$ cat src/rtl/ahb_arbiter_if.sv
// ============================================================================
// ahb_arbiter_if : two-master AHB request/address/data bundle plus muxed bus
// Revision 1.0 - initial release
// ============================================================================
`default_nettype none

interface ahb_arbiter_if;
  logic        M0_HBUSREQ;
  logic        M1_HBUSREQ;
  logic [31:0] M0_HADDR;
  logic [31:0] M1_HADDR;
  logic [1:0]  M0_HTRANS;
  logic [1:0]  M1_HTRANS;
  logic [2:0]  M0_HSIZE;
  logic [2:0]  M1_HSIZE;
  logic [2:0]  M0_HBURST;
  logic [2:0]  M1_HBURST;
  logic        M0_HWRITE;
  logic        M1_HWRITE;
  logic [31:0] M0_HWDATA;
  logic [31:0] M1_HWDATA;
  logic        HREADY;

  logic        M0_HGRANT;
  logic        M1_HGRANT;
  logic [31:0] HADDR;
  logic [1:0]  HTRANS;
  logic [2:0]  HSIZE;
  logic [2:0]  HBURST;
  logic        HWRITE;
  logic [31:0] HWDATA;
  logic        HMASTER;

  // Arbiter side: takes master requests, drives grants and the shared bus.
  modport master (
    input  M0_HBUSREQ, M1_HBUSREQ,
    input  M0_HADDR, M1_HADDR, M0_HTRANS, M1_HTRANS,
    input  M0_HSIZE, M1_HSIZE, M0_HBURST, M1_HBURST,
    input  M0_HWRITE, M1_HWRITE, M0_HWDATA, M1_HWDATA,
    input  HREADY,
    output M0_HGRANT, M1_HGRANT,
    output HADDR, HTRANS, HSIZE, HBURST, HWRITE, HWDATA, HMASTER
  );

  // Environment side: the masters and the addressed slave.
  modport slave (
    output M0_HBUSREQ, M1_HBUSREQ,
    output M0_HADDR, M1_HADDR, M0_HTRANS, M1_HTRANS,
    output M0_HSIZE, M1_HSIZE, M0_HBURST, M1_HBURST,
    output M0_HWRITE, M1_HWRITE, M0_HWDATA, M1_HWDATA,
    output HREADY,
    input  M0_HGRANT, M1_HGRANT,
    input  HADDR, HTRANS, HSIZE, HBURST, HWRITE, HWDATA, HMASTER
  );
endinterface

`default_nettype wire

$ cat src/rtl/ahb_arbiter.sv
// ============================================================================
// ahb_arbiter : two-master AHB arbiter with registered grants and bus mux.
// Optional ARB_ROUND_ROBIN_EN: alternating tie-break plus 7-beat hold limit.
// Revision 1.0 - initial release
// ============================================================================
`default_nettype none

module ahb_arbiter (
  input  wire logic     clk,
  input  wire logic     rst,
  ahb_arbiter_if.master bus
);

  typedef enum logic [1:0] {
    IDLE = 2'd0,
    GNT0 = 2'd1,
    GNT1 = 2'd2
  } state_t;

  state_t      state;
  state_t      next_state;
  state_t      tie_winner;
  logic        m0_gnt;
  logic        m1_gnt;
  logic        hmaster;
  logic        dvalid;
  logic [31:0] haddr;
  logic [1:0]  htrans;
  logic [2:0]  hsize;
  logic [2:0]  hburst;
  logic        hwrite;
  logic [31:0] hwdata;

`ifdef ARB_ROUND_ROBIN_EN
  logic        last_gnt;
  logic [2:0]  hold_cnt;
  logic        hold_expired;

  assign tie_winner   = last_gnt ? GNT0 : GNT1;
  assign hold_expired = (hold_cnt == 3'd7);
`else
  assign tie_winner   = GNT0;
`endif

  always_comb begin
    next_state = state;
    unique case (state)
      IDLE: begin
        if (bus.M0_HBUSREQ && bus.M1_HBUSREQ) next_state = tie_winner;
        else if (bus.M0_HBUSREQ)              next_state = GNT0;
        else if (bus.M1_HBUSREQ)              next_state = GNT1;
        else                                  next_state = IDLE;
      end
      GNT0: begin
        if (!bus.M0_HBUSREQ)                  next_state = bus.M1_HBUSREQ ? GNT1 : IDLE;
`ifdef ARB_ROUND_ROBIN_EN
        else if (bus.M1_HBUSREQ && hold_expired) next_state = GNT1;
`endif
        else                                  next_state = GNT0;
      end
      GNT1: begin
        if (!bus.M1_HBUSREQ)                  next_state = bus.M0_HBUSREQ ? GNT0 : IDLE;
`ifdef ARB_ROUND_ROBIN_EN
        else if (bus.M0_HBUSREQ && hold_expired) next_state = GNT0;
`endif
        else                                  next_state = GNT1;
      end
      default:                                next_state = IDLE;
    endcase
  end

  // Everything advances only on completed beats, so wait states freeze arbitration.
  always_ff @(posedge clk or negedge rst) begin
    if (!rst) begin
      state    <= IDLE;
      m0_gnt   <= 1'b0;
      m1_gnt   <= 1'b0;
      hmaster  <= 1'b0;
      dvalid   <= 1'b0;
`ifdef ARB_ROUND_ROBIN_EN
      last_gnt <= 1'b1;
      hold_cnt <= 3'd0;
`endif
    end else if (bus.HREADY) begin
      state   <= next_state;
      m0_gnt  <= (next_state == GNT0);
      m1_gnt  <= (next_state == GNT1);
      hmaster <= (state == GNT1);
      dvalid  <= (state != IDLE);
`ifdef ARB_ROUND_ROBIN_EN
      if (next_state == GNT0)      last_gnt <= 1'b0;
      else if (next_state == GNT1) last_gnt <= 1'b1;

      if (next_state != state)                   hold_cnt <= 3'd0;
      else if (state != IDLE && !hold_expired)   hold_cnt <= hold_cnt + 3'd1;
`endif
    end
  end

  always_comb begin
    haddr  = 32'h0;
    htrans = 2'b00;
    hsize  = 3'd0;
    hburst = 3'd0;
    hwrite = 1'b0;
    unique case (state)
      GNT0: begin
        haddr  = bus.M0_HADDR;
        htrans = bus.M0_HTRANS;
        hsize  = bus.M0_HSIZE;
        hburst = bus.M0_HBURST;
        hwrite = bus.M0_HWRITE;
      end
      GNT1: begin
        haddr  = bus.M1_HADDR;
        htrans = bus.M1_HTRANS;
        hsize  = bus.M1_HSIZE;
        hburst = bus.M1_HBURST;
        hwrite = bus.M1_HWRITE;
      end
      default: ;
    endcase
  end

  // Write data belongs to the previous beat's owner, hence the registered select.
  assign hwdata = !dvalid ? 32'h0 : (hmaster ? bus.M1_HWDATA : bus.M0_HWDATA);

  assign bus.M0_HGRANT = m0_gnt;
  assign bus.M1_HGRANT = m1_gnt;
  assign bus.HADDR     = haddr;
  assign bus.HTRANS    = htrans;
  assign bus.HSIZE     = hsize;
  assign bus.HBURST    = hburst;
  assign bus.HWRITE    = hwrite;
  assign bus.HWDATA    = hwdata;
  assign bus.HMASTER   = hmaster;

endmodule

`default_nettype wire

$ cat src/flat_wrapper.sv
// flat-port wrapper written by rule: the top's interface ports become plain ports
module ahb_arbiter_flat 
  (clk, rst, bus_M0_HBUSREQ, bus_M1_HBUSREQ, bus_M0_HADDR, bus_M1_HADDR, bus_M0_HTRANS, bus_M1_HTRANS, bus_M0_HSIZE, bus_M1_HSIZE, bus_M0_HBURST, bus_M1_HBURST, bus_M0_HWRITE, bus_M1_HWRITE, bus_M0_HWDATA, bus_M1_HWDATA, bus_HREADY, bus_M0_HGRANT, bus_M1_HGRANT, bus_HADDR, bus_HTRANS, bus_HSIZE, bus_HBURST, bus_HWRITE, bus_HWDATA, bus_HMASTER);
  ahb_arbiter_if bus_i ();
  input  wire logic clk;
  input  wire logic rst;
  input wire logic [$bits(bus_i.M0_HBUSREQ)-1:0] bus_M0_HBUSREQ;
  input wire logic [$bits(bus_i.M1_HBUSREQ)-1:0] bus_M1_HBUSREQ;
  input wire logic [$bits(bus_i.M0_HADDR)-1:0] bus_M0_HADDR;
  input wire logic [$bits(bus_i.M1_HADDR)-1:0] bus_M1_HADDR;
  input wire logic [$bits(bus_i.M0_HTRANS)-1:0] bus_M0_HTRANS;
  input wire logic [$bits(bus_i.M1_HTRANS)-1:0] bus_M1_HTRANS;
  input wire logic [$bits(bus_i.M0_HSIZE)-1:0] bus_M0_HSIZE;
  input wire logic [$bits(bus_i.M1_HSIZE)-1:0] bus_M1_HSIZE;
  input wire logic [$bits(bus_i.M0_HBURST)-1:0] bus_M0_HBURST;
  input wire logic [$bits(bus_i.M1_HBURST)-1:0] bus_M1_HBURST;
  input wire logic [$bits(bus_i.M0_HWRITE)-1:0] bus_M0_HWRITE;
  input wire logic [$bits(bus_i.M1_HWRITE)-1:0] bus_M1_HWRITE;
  input wire logic [$bits(bus_i.M0_HWDATA)-1:0] bus_M0_HWDATA;
  input wire logic [$bits(bus_i.M1_HWDATA)-1:0] bus_M1_HWDATA;
  input wire logic [$bits(bus_i.HREADY)-1:0] bus_HREADY;
  output wire logic [$bits(bus_i.M0_HGRANT)-1:0] bus_M0_HGRANT;
  output wire logic [$bits(bus_i.M1_HGRANT)-1:0] bus_M1_HGRANT;
  output wire logic [$bits(bus_i.HADDR)-1:0] bus_HADDR;
  output wire logic [$bits(bus_i.HTRANS)-1:0] bus_HTRANS;
  output wire logic [$bits(bus_i.HSIZE)-1:0] bus_HSIZE;
  output wire logic [$bits(bus_i.HBURST)-1:0] bus_HBURST;
  output wire logic [$bits(bus_i.HWRITE)-1:0] bus_HWRITE;
  output wire logic [$bits(bus_i.HWDATA)-1:0] bus_HWDATA;
  output wire logic [$bits(bus_i.HMASTER)-1:0] bus_HMASTER;
  assign bus_i.M0_HBUSREQ = bus_M0_HBUSREQ;
  assign bus_i.M1_HBUSREQ = bus_M1_HBUSREQ;
  assign bus_i.M0_HADDR = bus_M0_HADDR;
  assign bus_i.M1_HADDR = bus_M1_HADDR;
  assign bus_i.M0_HTRANS = bus_M0_HTRANS;
  assign bus_i.M1_HTRANS = bus_M1_HTRANS;
  assign bus_i.M0_HSIZE = bus_M0_HSIZE;
  assign bus_i.M1_HSIZE = bus_M1_HSIZE;
  assign bus_i.M0_HBURST = bus_M0_HBURST;
  assign bus_i.M1_HBURST = bus_M1_HBURST;
  assign bus_i.M0_HWRITE = bus_M0_HWRITE;
  assign bus_i.M1_HWRITE = bus_M1_HWRITE;
  assign bus_i.M0_HWDATA = bus_M0_HWDATA;
  assign bus_i.M1_HWDATA = bus_M1_HWDATA;
  assign bus_i.HREADY = bus_HREADY;
  assign bus_M0_HGRANT = bus_i.M0_HGRANT;
  assign bus_M1_HGRANT = bus_i.M1_HGRANT;
  assign bus_HADDR = bus_i.HADDR;
  assign bus_HTRANS = bus_i.HTRANS;
  assign bus_HSIZE = bus_i.HSIZE;
  assign bus_HBURST = bus_i.HBURST;
  assign bus_HWRITE = bus_i.HWRITE;
  assign bus_HWDATA = bus_i.HWDATA;
  assign bus_HMASTER = bus_i.HMASTER;
  ahb_arbiter u_core (.clk(clk), .rst(rst), .bus(bus_i));
endmodule
$ cat config.mk
export PLATFORM = sky130hd
export DESIGN_NAME = ahb_arbiter_flat
export DESIGN_NICKNAME = d
export VERILOG_FILES = /design/src/rtl/ahb_arbiter_if.sv /design/src/rtl/ahb_arbiter.sv /design/src/flat_wrapper.sv
export SDC_FILE = /design/constraint.sdc
export NUM_CORES = 1
export LEC_CHECK = 0
export BUFFER_PORTS_ARGS = -buffer_cell sky130_fd_sc_hd__buf_2
export CAP_MARGIN = 5
export CORE_AREA = 2 2 87 89
export DETAILED_ROUTE_END_ITERATION = 10
export DIE_AREA = 0 0 89 91
export PLACE_DENSITY = 0.72
export SLEW_MARGIN = 10
export SYNTH_ARGS = -nofsm -noshare
export SYNTH_HDL_FRONTEND = slang
export SYNTH_SLANG_ARGS = --single-unit
$ cat constraint.sdc
create_clock -name clk -period 1.2 [get_ports clk]
set_input_delay 0.12 -clock clk [delete_from_list [all_inputs] [get_ports clk]]
set_output_delay 0.12 -clock clk [all_outputs]
set_load 0.1 [all_outputs]
==> results.env, run 1 <==
GLOBAL_ROUTE_WIRE_LENGTH_BEFORE_REPAIR_MM=14.19
SYNTH.NET_COUNT=354
GRT_PASS1_VIAS=2939
FIN_NETS=598
CP_DATA_REQUIRED_TIME_NS=1.08
SETUP_SLACK_AFTER_PLACEMENT_NS=-0.3012
POWER_W=0.009573
SHARE_OF_LAYOUT_CELLS_ABOVE_DRIVE_STRENGTH_1=0.9615
CTS_TREE='yes'
CRIT_FANOUT=8
REPORT.FINAL.HOLD_VIOL_COUNT=0
SYNTH-SEQ-AREA-SHARE=0.09662
FINISH.INSTANCE_AREA_SQ_UM=5348
PLACEABLECOREAREA_SQ_UM=7137
SYNTH_SEQ_CELLS=6
POWER_PER_CELL_AREA_nW_PER_UM2=1790
DRT-PASS1-ITER-COUNT=4
CTS.CLK_SLEW.WORST_PATHS_NS=0.04
POST-ROUTE-PERIOD-UTIL=1.435
DIE_Y_UM=91
WORST_SLEW_PIN_SLEW_NS=0.2600
TIGHTEST_HOLD_CHECK_TYPE='input port to flip-flop'
STATIC-LEAKAGE-POWER_nW=2.173
AREA_DELTA_SYNTH_FINAL_PCT=244.1
TNS_NS=-34.48
STATUS='finished, violations left'
POST-ROUTE-DRC-COUNT=0
PORTBUFFERS=226
POWER.IR.VDD_WORST_mV=0.7917
PLACE.DETAILED.HPWL_MM=6.973
PLACEMENTROWS=31
DP_CELLS=519
SHARE_CLK_OF_TOTAL_POWER=0.034
MAX_CLOCK_FREQ_MHz=580.6
DIE_W_UM=89
FIN_WORST_SKEW_NS=0.008950
COMBINATIONALPOWERSHARE=0.936
CTS-ROOT-TO-SINK-BUFFERS=2
WORST_SLEW_MARGIN_REL=0.8232
WORST-ENDPOINT-ARRIVAL_NS=1.60
INITIALDRTVIOLATIONCOUNT=34
YOSYS.CELL_TYPES.COUNT=22
VIAS_PER_CELL=4.734
TOTAL_CTS_BUFFERS=3
GRT.TOTAL_USAGE=0.2228
DETAILED_PLACE.AREA_SQ_UM=4788
NUMBER_OF_ANTENNA_DIODES=0
CTS_NUM_SINKS=6
SETUP_VIOL=79
NUM_VIAS=2561
YOSYS_WARNINGS=0
SEQUENTIALPOWERSHARE=0.031
GRT_START_MAX_NET_PINS=19
VIOLATIONS_IN_THE_FINAL_REPORTS='setup timing'
AVGROUTEDWIREPERCELL_UM=17.72
NETLIST_INSTANCES=199
FIN_WS_NS=-0.5223
CRITICALPATHCATEGORY='flip-flop to output port'
STARTPOINT_TYPE='flip-flop'
FP.DIEAREA_SQ_UM=8099
FINAL_CELLS=541
NUM-FILL-CELLS=459
CTSROOTBUFFERMASTER='sky130_fd_sc_hd__clkbuf_8'
WORST_SKEW_PAIR.LATE_LATENCY_NS=0.23
POWER.SWITCHING_W=0.005377
TOTALWIRELENGTH_MM=9.584
POWER.INTERNAL_W=0.004196
UNREPAIRED_SETUP_ENDPOINTS_AFTER_GLOBAL_ROUTING='true'
PIN_COUNT=227
CAP_VIOL_MAX_COUNT=0
PLACE.GP.CONGESTION=0.8247
CRIT_PATH_END_KIND='output port'
FINAL_MAX_SLEW_VIOLATION_COUNT=0
GRT_ANTENNA_BEFORE_REPAIR=0
INITIAL_CELL_DENSITY_OF_THE_CORE=0.2177
GRT-OVFL-TOTAL=0
ANTENNA_VIOLATING_NETS_POST_ROUTE=0
AVERAGE_CELL_AREA_AFTER_SYNTHESIS_SQ_UM=7.809
FINAL_WORST_PATH_PERIOD_NEED_NS=1.722
SYNTH_AREA_SQ_UM=1554
SWITCHING_SHARE=0.5617
CTS_HTREE_LEVELS=1
-- synthesized netlist by cell type (all sizes together) --
master	instances	share of area
and2b	1	0.0048
dfrtp	6	0.097
nor3	1	0.0032
a22oi	41	0.20
mux2	1	0.0072
buf	16	0.12
ha	4	0.032
o22ai	4	0.020
a21oi	1	0.0032
nor2b	42	0.17
nor2	34	0.082
mux2i	33	0.21
inv	5	0.012
o21ba	2	0.013
clkbuf	6	0.014
nand2	2	0.0048
-- stage by stage --
stage,utilization,hold WS (ns)
after global placement,0.6709,-0.05166
after CTS,0.7419,0.1984
after detailed placement,0.6709,-0.04702
after floorplan,-,-0.1756
final,0.7493,0.1990
after global routing,0.7493,0.2129
-- placed cells by master (no fill, tap or decap), types with 4 or more instances in the layout --
master / instances
sky130_fd_sc_hd__buf_2: 150
sky130_fd_sc_hd__buf_12: 89
sky130_fd_sc_hd__nor2b_4: 42
sky130_fd_sc_hd__a22oi_2: 41
sky130_fd_sc_hd__nor2_4: 32
sky130_fd_sc_hd__mux2i_2: 22
sky130_fd_sc_hd__buf_4: 11
sky130_fd_sc_hd__mux2i_4: 10
sky130_fd_sc_hd__dfrtp_1: 5
sky130_fd_sc_hd__buf_6: 4
-- worst paths after layout --
path / from / end / slack, ns / depth (start not counted)
max in group asynchronous: rst / u_core.bus.HMASTER$_DFFE_PN0P_ / 0.77 / 2
min in group asynchronous: rst / u_core.state[1]$_DFFE_PN0P_ / 0.26 / 2
worst max-delay path: u_core.state[1]$_DFFE_PN0P_ / bus_HBURST[0] / -0.52 / 6
worst min-delay path: bus_HREADY / u_core.state[1]$_DFFE_PN0P_ / 0.20 / 2
worst max register to register: u_core.state[1]$_DFFE_PN0P_ / u_core.bus.M0_HGRANT$_DFFE_PN0P_ / -0.40 / 7
worst min register to register: u_core.bus.M1_HGRANT$_DFFE_PN0P_ / u_core.bus.M1_HGRANT$_DFFE_PN0P_ / 0.59 / 2
-- layer usage --
metal / global-route usage / wire [um] / vias to the layer above / share of wire
met1: 0.2115 / 3030 / 1204 / 0.32
met2: 0.4583 / 5543 / 146 / 0.58
met3: 0.04727 / 846 / 12 / 0.088
met4: 0.05721 / 163 / 0 / 0.017
li1: - / - / 1199 / -
met5: 0 / 0 / - / 0
-- cell families after synthesis --
logic type                 Yosys count  synth area share
and+or+nand+nor                     80            0.2689
DFF                                  6           0.09662
adders and majority gates            4           0.03221
buffers and inverters               27            0.1481
muxes                               34            0.2198
AOI/OAI and AO/OA                   48            0.2343
-- area by class of cell --
class                   count  area (sq um)  area share
inverters                   5         18.77    0.003510
flip-flops and latches      6         153.9     0.02878
clock buffers               4         45.04    0.008423
well taps                  99         123.9     0.02316
multi-input cells         166          2198      0.4111
repair buffers            261          2808      0.5250
-- state kept, by name, summed over array words and instances (netlist names) --
name	flops
u_core.state	2
u_core.bus.HMASTER	1
u_core.bus.M0_HGRANT	1
u_core.bus.M1_HGRANT	1
u_core.dvalid	1
-- timing repair --
action	CTS	global route
cloned	6	1
setup buffers	10	4
hold endpoints to repair	6	0
pin swaps	6	12
resized for setup	50	15
setup endpoints to repair	79	79
hold buffers	1	0
-- power by group through the flow --
stage               clock, W  sequential, W  combinational (W)
finish              0.000321       0.000294            0.00896
global route        0.000341       0.000298            0.00923
CTS                 0.000327       0.000306            0.00891
detailed placement         0       0.000299            0.00828
global placement           0       0.000296            0.00820
floorplan                  0       0.000410            0.00557
-- worst max-delay path: stages (launching register included) --
cell and delay (ns):
sky130_fd_sc_hd__dfrtp_1 0.39, sky130_fd_sc_hd__buf_4 0.15, sky130_fd_sc_hd__ha_4 0.21, sky130_fd_sc_hd__buf_12 0.16, sky130_fd_sc_hd__a22oi_2 0.22, sky130_fd_sc_hd__nor2b_4 0.07, sky130_fd_sc_hd__buf_12 0.16
Note: power is estimated with default switching activity, not from simulation.
==> run 2, diff against run 1 <==
--- a/config.mk
+++ b/config.mk
@@ -5,12 +5,13 @@
 export SDC_FILE = /design/constraint.sdc
 export NUM_CORES = 1
 export LEC_CHECK = 0
+export ABC_AREA = 1
 export BUFFER_PORTS_ARGS = -buffer_cell sky130_fd_sc_hd__buf_2
 export CAP_MARGIN = 5
 export CORE_AREA = 2 2 87 89
 export DETAILED_ROUTE_END_ITERATION = 10
 export DIE_AREA = 0 0 89 91
-export PLACE_DENSITY = 0.72
+export PLACE_DENSITY = 0.71
 export SLEW_MARGIN = 10
 export SYNTH_ARGS = -nofsm -noshare
 export SYNTH_HDL_FRONTEND = slang
==> results.env, run 2 <==
WORST_SETUP_STARTPOINT='u_core.state[1]$_DFFE_PN0P_'
FIN_WS_NS=-0.5435
WORST_SLEW_MARGIN_REL=0.7906
WORST_SKEW_PAIR.LATE_LATENCY_NS=0.24
DRT-PASS1-ITER-COUNT=4
SYNTH_AREA_SQ_UM=1440
NUM-FILL-CELLS=383
INITIALDRTVIOLATIONCOUNT=143
SYNTH-SEQ-AREA-SHARE=0.1043
SHARE_OF_LAYOUT_CELLS_ABOVE_DRIVE_STRENGTH_1=0.8289
CRIT_PATH_END_KIND='output port'
MIN_FROM='bus_HREADY'
CTSROOTBUFFERMASTER='sky130_fd_sc_hd__clkbuf_8'
WHS_NS=0.1174
TOTAL_CTS_BUFFERS=3
SYNTH.NET_COUNT=437
TIMING.CRITICAL_PATH.SLOWEST_CELL_DELAY_NS=0.41
CTS-ROOT-TO-SINK-BUFFERS=2
MAX_CLOCK_FREQ_MHz=573.6
AVERAGE_CELL_AREA_AFTER_SYNTHESIS_SQ_UM=5.107
PATH_CELLS='inv_2, ha_4, buf_12, nand2_1, a21oi_4, buf_12'
GRT-OVFL-TOTAL=0
YOSYS-TOP-CELLS-AREA='sky130_fd_sc_hd__nand2_1 (24%), sky130_fd_sc_hd__nor2_1 (17%), sky130_fd_sc_hd__a21oi_1 (14%), sky130_fd_sc_hd__o21ai_0 (12%), sky130_fd_sc_hd__dfrtp_1 (10%)'
TOTALWIRELENGTH_MM=13.02
PLACEABLECOREAREA_SQ_UM=7137
FIN_NETS=688
DETAILED_PLACE.AREA_SQ_UM=4721
WORST_SLEW_PIN_SLEW_NS=0.3138
POST-ROUTE-DRC-COUNT=0
INITIAL_CELL_DENSITY_OF_THE_CORE=0.2018
UNREPAIRED_SETUP_ENDPOINTS_AFTER_GLOBAL_ROUTING='true'
CRITICALPATHCATEGORY='flip-flop to output port'
SYNTHDOMINANTCELLAREASHARE=0.2424
PLACE.DETAILED.HPWL_MM=7.407
FINAL_WORST_PATH_PERIOD_NEED_NS=1.744
POWER_PER_CELL_AREA_nW_PER_UM2=1656
NUM_VIAS=3150
PIN_COUNT=227
SYNTH_TOP_FLOP_CELL='sky130_fd_sc_hd__dfrtp_1'
AVGROUTEDWIREPERCELL_UM=20.60
STATUS='finished, violations left'
YOSYS_WARNINGS=0
CRITICAL_PATH.SLOWEST_CELL='sky130_fd_sc_hd__dfrtp_2'
SYNTHTOPCELLSBYCOUNT='sky130_fd_sc_hd__nand2_1 (93), sky130_fd_sc_hd__nor2_1 (67), sky130_fd_sc_hd__a21oi_1 (41)'
CP_DATA_REQUIRED_TIME_NS=1.08
STATIC-LEAKAGE-POWER_nW=2.202
STARTPOINT_TYPE='flip-flop'
CTS.CLK_SLEW.WORST_PATHS_NS=0.04
SYNTH_SEQ_CELLS=6
CRIT_FANOUT=21
VIOLATIONS_IN_THE_FINAL_REPORTS='setup timing'
SETUP_VIOL=79
GRT_START_MAX_NET_PINS=22
POST-ROUTE-PERIOD-UTIL=1.453
SYNTH_ENABLE_FLOP_CELLS=0
CRITICAL_PATH.TOP_DELAY_FAMILY='buffers and inverters'
FINAL_MAX_SLEW_VIOLATION_COUNT=0
REGISTER_CONTAINING_THE_MOST_FLIP_FLOPS_IN_THE_FINAL_LAYOUT='u_core.state'
WORST-ENDPOINT-ARRIVAL_NS=1.62
REPORT.FINAL.HOLD_VIOL_COUNT=0
CRITICAL_PATH_BUF_INV_COUNT=3
SYNTH_TOP_CELL_BY_AREA='sky130_fd_sc_hd__nand2_1'
FINAL_CELLS=632
CRITICAL_PATH.REG2REG.STARTPOINT='u_core.state[1]$_DFFE_PN0P_'
GLOBAL_ROUTE_WIRE_LENGTH_BEFORE_REPAIR_MM=18.82
DIE_Y_UM=91
VIAS_PER_CELL=4.984
FP.DIEAREA_SQ_UM=8099
DIE_W_UM=89
TIGHTEST_HOLD_CHECK_TYPE='input port to flip-flop'
LAYOUT.CELLS.MOST_COMMON='sky130_fd_sc_hd__buf_2'
YOSYS.CELL_TYPES.COUNT=19
PORTBUFFERS=226
GRT_ANTENNA_BEFORE_REPAIR=1
CRITPATHMOSTFREQUENTCELL='sky130_fd_sc_hd__buf_12'
R2R_SLACK_NS=-0.40
GRT.TOTAL_USAGE=0.3024
PLACEMENTROWS=31
CTS_TREE='yes'
AREA_DELTA_SYNTH_FINAL_PCT=300.9
CTS_HTREE_LEVELS=1
GRT_PASS1_VIAS=3527
CAP_VIOL_MAX_COUNT=0
LARGEST_REGISTER_FFS=2
CTS_NUM_SINKS=6
FINISH.INSTANCE_AREA_SQ_UM=5773
LAYOUT.CELLS.MOST_COMMON_LIST='sky130_fd_sc_hd__buf_2 (150), sky130_fd_sc_hd__buf_12 (93), sky130_fd_sc_hd__nand2_1 (74), sky130_fd_sc_hd__nor2_4 (59), sky130_fd_sc_hd__a21oi_4 (41)'
PLACE.GP.CONGESTION=0.7859
SYNTH_ASYNC_SR_FLOP_SHARE=1.000
NETLIST_INSTANCES=282
FIN_WORST_SKEW_NS=0.0004189
ANTENNA_VIOLATING_NETS_POST_ROUTE=0
POWER.IR.VDD_WORST_mV=1.033
DP_CELLS=602
YOSYSMOSTFREQUENTCELL='sky130_fd_sc_hd__nand2_1'
run 2: cells by family after synthesis:
family          count (synthesis)  synth area share
simple gates                  164            0.4440
compound gates                 78            0.2832
buf+inv                        30            0.1338
flops                           6            0.1043
fa+ha+maj                       4           0.03475
run 2: path summary, 6_finish.rpt:
path	endpoint	cells after the start
setup reg to reg	u_core.bus.M0_HGRANT$_DFFE_PN0P_	10
hold reg to reg	u_core.bus.M1_HGRANT$_DFFE_PN0P_	2
max in group asynchronous	u_core.bus.HMASTER$_DFFE_PN0P_	2
hold / removal	u_core.bus.HMASTER$_DFFE_PN0P_	2
setup / recovery	bus_HADDR[20]	6
min in group asynchronous	u_core.bus.M1_HGRANT$_DFFE_PN0P_	2
run 2: power by group:
| part | internal (W) | total [W] | switching, W |
|---|---|---|---|
| Combinational | 0.00334 | 0.00887 | 0.00553 |
| Sequential | 0.000246 | 0.000328 | 0.0000821 |
| Clock | 0.000232 | 0.000357 | 0.000125 |
run 2: per-layer routing:
layer,GRT usage,part of all wire,up-vias
li1,-,-,1410
met1,0.2816,0.30,1477
met2,0.5802,0.56,215
met3,0.09182,0.097,48
met4,0.1356,0.045,0
met5,0,0,-
run 2: metrics by stage:
stage                     total power (W)  TNS [ns]  utilization  worst slack [ns]
after global routing             0.009806    -37.84       0.8089           -0.6030
after floorplan                  0.005373    -31.81            -           -0.4540
after global placement           0.007639    -16.60       0.6615           -0.3139
final                            0.009560    -34.73       0.8089           -0.5435
after detailed placement         0.007741    -19.06       0.6615           -0.3817
after CTS                        0.009408    -32.84       0.8035           -0.5046
run 2: repair_timing:
item / in CTS / in global routing
hold buffers: 1 / 0
endpoints found under the hold margin: 6 / 0
buffers inserted: 16 / 1
pin swaps: 32 / 23
cloned: 10 / 0
gates resized for setup: 161 / 27
setup endpoints to repair: 77 / 79
run 2: cell type report:
class | instances | area, sq um | share of cell area
Tap cell | 99 | 123.9 | 0.02146
Multi-Input combinational cell | 246 | 2411 | 0.4176
Sequential cell | 6 | 156.4 | 0.02709
Antenna cell | 1 | 2.502 | 0.0004335
Inverter | 7 | 46.29 | 0.008019
Timing Repair Buffer | 269 | 2988 | 0.5176
Clock buffer | 4 | 45.04 | 0.007802
